File: config.mk
export PLATFORM = sky130hd
export DESIGN_NAME = seg7_scan_driver
export DESIGN_NICKNAME = d
export VERILOG_FILES = /design/src/rtl/seg7_scan_driver.sv
export SDC_FILE = /design/constraint.sdc
export NUM_CORES = 1
export LEC_CHECK = 0
export ABC_AREA = 1
export CORE_ASPECT_RATIO = 0.7
export CORE_UTILIZATION = 35
export DETAILED_ROUTE_END_ITERATION = 16
export GPL_ROUTABILITY_DRIVEN = 0
export HOLD_SLACK_MARGIN = 0.02
export PLACE_DENSITY = 0.52
export SYNTH_ARGS = -nofsm -noshare
export SYNTH_HDL_FRONTEND = slang
export SYNTH_SLANG_ARGS = --single-unit
File: constraint.sdc
create_clock -name clk -period 2.2 [get_ports clk]
set_input_delay 0.33 -clock clk [delete_from_list [all_inputs] [get_ports clk]]
set_output_delay 0.33 -clock clk [all_outputs]
set_load 0.05 [all_outputs]
File: src/rtl/seg7_scan_driver.sv
// Four-digit multiplexed seven-segment driver: per-frame snapshot of digit codes,
// per-digit blink, anode guard interval; active-low registered an/seg.
module seg7_scan_driver #(
  parameter int SCAN_DIV     = 100000,
  parameter int GUARD        = 16,
  parameter int BLINK_FRAMES = 64
) (
  input  logic       clk,
  input  logic       rst,
  input  logic [3:0] dig0,
  input  logic [3:0] dig1,
  input  logic [3:0] dig2,
  input  logic [3:0] dig3,
  input  logic [3:0] blink_mask,
  output logic [3:0] an,
  output logic [6:0] seg
);

  localparam int DW = (SCAN_DIV > 1) ? $clog2(SCAN_DIV) : 1;
  localparam int FW = (BLINK_FRAMES > 1) ? $clog2(BLINK_FRAMES) : 1;
  localparam logic [3:0] CODE_BLANK = 4'd10;
  localparam logic [6:0] SEG_BLANK  = 7'b1111111;

  logic [DW-1:0]   div_cnt;
  logic [1:0]      pos;
  logic [FW-1:0]   frame_cnt;
  logic            phase;
  logic [3:0][3:0] sh_dig;
  logic [3:0]      sh_mask;

  logic       tick;
  logic       snap;
  logic       frame_wrap;
  logic       guard_on;
  logic [3:0] cur_code;
  logic       cur_blank;
  logic [3:0] an_next;
  logic [6:0] seg_next;

  function automatic logic [6:0] decode(input logic [3:0] code);
    logic [6:0] s;
    case (code)
      4'd0:    s = 7'b1000000;
      4'd1:    s = 7'b1111001;
      4'd2:    s = 7'b0100100;
      4'd3:    s = 7'b0110000;
      4'd4:    s = 7'b0011001;
      4'd5:    s = 7'b0010010;
      4'd6:    s = 7'b0000010;
      4'd7:    s = 7'b1111000;
      4'd8:    s = 7'b0000000;
      4'd9:    s = 7'b0010000;
      4'd11:   s = 7'b0111111;
      default: s = SEG_BLANK;
    endcase
    return s;
  endfunction

  // Inputs carry no handshake: dig0..dig3 and blink_mask are sampled only on
  // the last cycle of slot 3, and that sample drives the whole next frame.
  always_comb begin
    tick       = (div_cnt == DW'(SCAN_DIV - 1));
    snap       = tick && (pos == 2'd3);
    frame_wrap = (frame_cnt == FW'(BLINK_FRAMES - 1));
    guard_on   = (GUARD > 0) && (div_cnt < DW'(GUARD));
    cur_code   = sh_dig[pos];
    cur_blank  = phase & sh_mask[pos];
    an_next    = guard_on ? 4'b1111 : ~(4'b0001 << pos);
    seg_next   = cur_blank ? SEG_BLANK : decode(cur_code);
  end

  always_ff @(posedge clk) begin
    if (rst) begin
      div_cnt   <= '0;
      pos       <= 2'd0;
      frame_cnt <= '0;
      phase     <= 1'b0;
      sh_dig    <= {4{CODE_BLANK}};
      sh_mask   <= 4'b0000;
      an        <= 4'b1111;
      seg       <= SEG_BLANK;
    end else begin
      div_cnt <= tick ? '0 : div_cnt + DW'(1);
      if (tick) pos <= pos + 2'd1;
      // Phase flips on the same edge that loads the frame it applies to.
      if (snap) begin
        sh_dig    <= {dig3, dig2, dig1, dig0};
        sh_mask   <= blink_mask;
        frame_cnt <= frame_wrap ? '0 : frame_cnt + FW'(1);
        if (frame_wrap) phase <= ~phase;
      end
      an  <= an_next;
      seg <= seg_next;
    end
  end

endmodule

==> results.toml <==
[floorplan]
dieArea_um2 = 8448
die_h_um = 77.20
pin_count = 33
coreArea_um2 = 7838
die_x_um = 109.4
initial_utilization = 0.3608
fp-row-count = 27

[synth]
synth_area_per_cell_um2 = 7.288
synth_compound_area_frac = 0.06947
synth_xor_area_frac = 0.02478
synthesis.area_um2 = 2828
yosys.area_share.simple = 0.3699
synth_top_family_by_area = "simple AND/OR/NAND/NOR gates"
synthDistinctLibCells = 29
synthMuxAreaShare = 0
syn_inst = 388
yosys.area.top_type = "dfxtp_1"
synth_fa_ha_area_frac = 0.05310
synth-seq-cells = 57
synth-warning-count = 0
syn_nets = 422
synth_top_area_frac = 0.4035
ys_top_cells_by_area = "dfxtp_1 (40%), nand2_1 (12%), nand3_1 (8.8%)"
synth_seq_area_share = 0.4035

[clock_tree]
clockBufferDepth = 2
postCtsResizedCells = 0
clk_pin_slew_ns = 0.05
h-tree-depth = 3
hold_buffers = 0
tritoncts = "built"
postCtsSetupRepairBufs = 0
clock_latency_ns = 0.32
tritoncts.num_buffers = 9
cts-root-buf = "clkbuf_16"
cts_num_sinks = 57

[final_layout]
area_delta_synth_final_pct = 25.66
final_common_cell = "nand2_1"
nNetsFinal = 458
drive_gt1_frac = 0.08625
n_antenna_cell = 0
final_cell_mix = "nand2_1 (89), dfxtp_1 (57), nand3_1 (50), nor2_1 (42)"

[worst_setup_path]
cp_cell_sequence = "inv_1, a21oi_1, o21ai_0, nand2_1, inv_1, ha_1, nand2_1, nand3_1, nand3_1"
cp-start-kind = "flop"
r2r_start = "pos[1]"
cp-end-kind = "flop"
rrSetupSlack_ns = 0.28
endpoint = "seg[3]"
critPathMaxFanout = 9
cp.required_ns = 2.40
critPathKind = "reg2reg"
rr_endpoint = "seg[3]"
cp_slowest_cell = "dfxtp_1"
critPathLaunch = "pos[1]"
critPathArrivalTime_ns = 2.12
max_stage_delay_ns = 0.51
reg2reg_depth = 9

[grt]
antenna_found_initial = 0
grt_pass1_wl_mm = 11.70
grt.total_usage = 0.1826
grt_pass1_vias = 2373
grt_max_degree = 19
overflow = 0

[timing]
setup_tns_ns = 0
setup_viol = 0
final_hold_viol_count = 0
finClkSkew_ns = 0.006818
min_period_ns = 1.917
worst_slew_pin_slew_ns = 0.5024
setup_ws_ns = 0.2832
rsz0062_at_grt = "false"
fmax_mhz = 521.7
slew_headroom = 0.6625
final_max_slew_viol_count = 0
timing.final.crit_share = 0.8713

[placement]
place_ws_ns = 0.3030
portBuffers = 32
dp_hpwl_mm = 4.903

[route]
routedWlPerCell_um = 12.98
wirelength_mm = 6.880
drt_iter0_drc = 111
vias = 2580
vias_per_cell = 4.868
final_antenna_net_count = 0
drt_pass1_iterations = 4
drc_errors = 0

[hold_path]
hold_path_class = "reg2reg"

[status]
status = "complete, no violations"

[pwr]
ir_drop_mv = 0.4608
p_per_area_nw_per_um2 = 731.4
p_leak_uw = 0.001401

[flow_run]
drv_cap = 0
-- flip-flops by register name (all words and copies together) (netlist names) --
signal,flops
sh_mask,4
div_cnt,17
an,4
seg,7
sh_dig,16
phase,1
pos,2
frame_cnt,6
-- worst min path at each step --
stage | endpoint | slack (ns) | cells after the start | start
after floorplan | sh_dig[12] | 0.40 | 1 | rst
after global placement | div_cnt[0] | 0.43 | 1 | div_cnt[0]
after detailed placement | sh_dig[8] | 0.46 | 2 | sh_dig[8]
after CTS | sh_dig[8] | 0.47 | 2 | sh_dig[8]
after global routing | sh_dig[8] | 0.50 | 2 | sh_dig[8]
final | div_cnt[0] | 0.46 | 1 | div_cnt[0]
-- Yosys cell counts, drive strengths merged --
cell,instances
nor2,45
xor2,7
nor4,1
nand3,53
clkbuf,6
ha,12
xnor2,1
o21ai,9
dfxtp,57
o211ai,1
nand2,92
or2,2
inv,32
a21oi,28
buf,8
clkinv,2
nand4,20
nor3,12
-- power by group --
part / total (µW) / internal, µW / switching (µW) / leakage [µW]
Combinational: 68.8 / 40.0 / 28.7 / 0.000781
Sequential: 1040 / 1040 / 3.44 / 0.000460
Clock: 1490 / 1020 / 470 / 0.000159
Total: 2600 / 2100 / 502 / 0.00140
-- logic make-up (layout without fill, tap and decap cells) --
group / count (synthesis) / count (layout)
XOR/XNOR: 8 / 8
AND/OR/NAND/NOR: 225 / 225
AO/OA/AOI/OAI: 38 / 38
flip-flops: 57 / 57
adder cells (fa/ha/maj): 12 / 12
buffers and inverters: 48 / 89
-- metrics by stage --
step           hold slack (ns)  cells  utilization  instance area [µm²]  power [µW]
6_report                0.4598    530       0.4534                 3553        2599
5_1_grt                 0.4966    530       0.4534                 3553        2685
4_1_cts                 0.4660    530       0.4534                 3553        2632
3_5_place_dp            0.4577    514       0.4124                 3232        1132
3_3_place_gp            0.4292    514       0.4124                 3232        1132
2_1_floorplan           0.3991    388            -                 2828        1084
-- worst max-delay path: cells and delay by family (launching register included) --
kind                     cells  cell delay (ns)
AO/OA/AOI/OAI                2             0.23
adder cells (fa/ha/maj)      1             0.30
buffers and inverters        2             0.33
flip-flops                   1             0.51
AND/OR/NAND/NOR              4             0.41
-- layout make-up --
cell class / count / area, µm²
Clock buffer: 11 / 242.7
Clock inverter: 5 / 78.83
Fill cell: 819 / 4284
Inverter: 34 / 128.9
Multi-Input combinational cell: 283 / 1463
Sequential cell: 57 / 1141
Tap cell: 101 / 126.4
Timing Repair Buffer: 39 / 372.9
-- layer usage --
layer | vias up | track usage | share of wire
met5 | - | 0 | 0
met4 | 0 | 0.06000 | 0.0055
met2 | 50 | 0.2415 | 0.39
met3 | 2 | 0.05952 | 0.060
li1 | 1350 | - | -
met1 | 1178 | 0.2714 | 0.54
No activity file was read; power rests on OpenSTA's default activity.
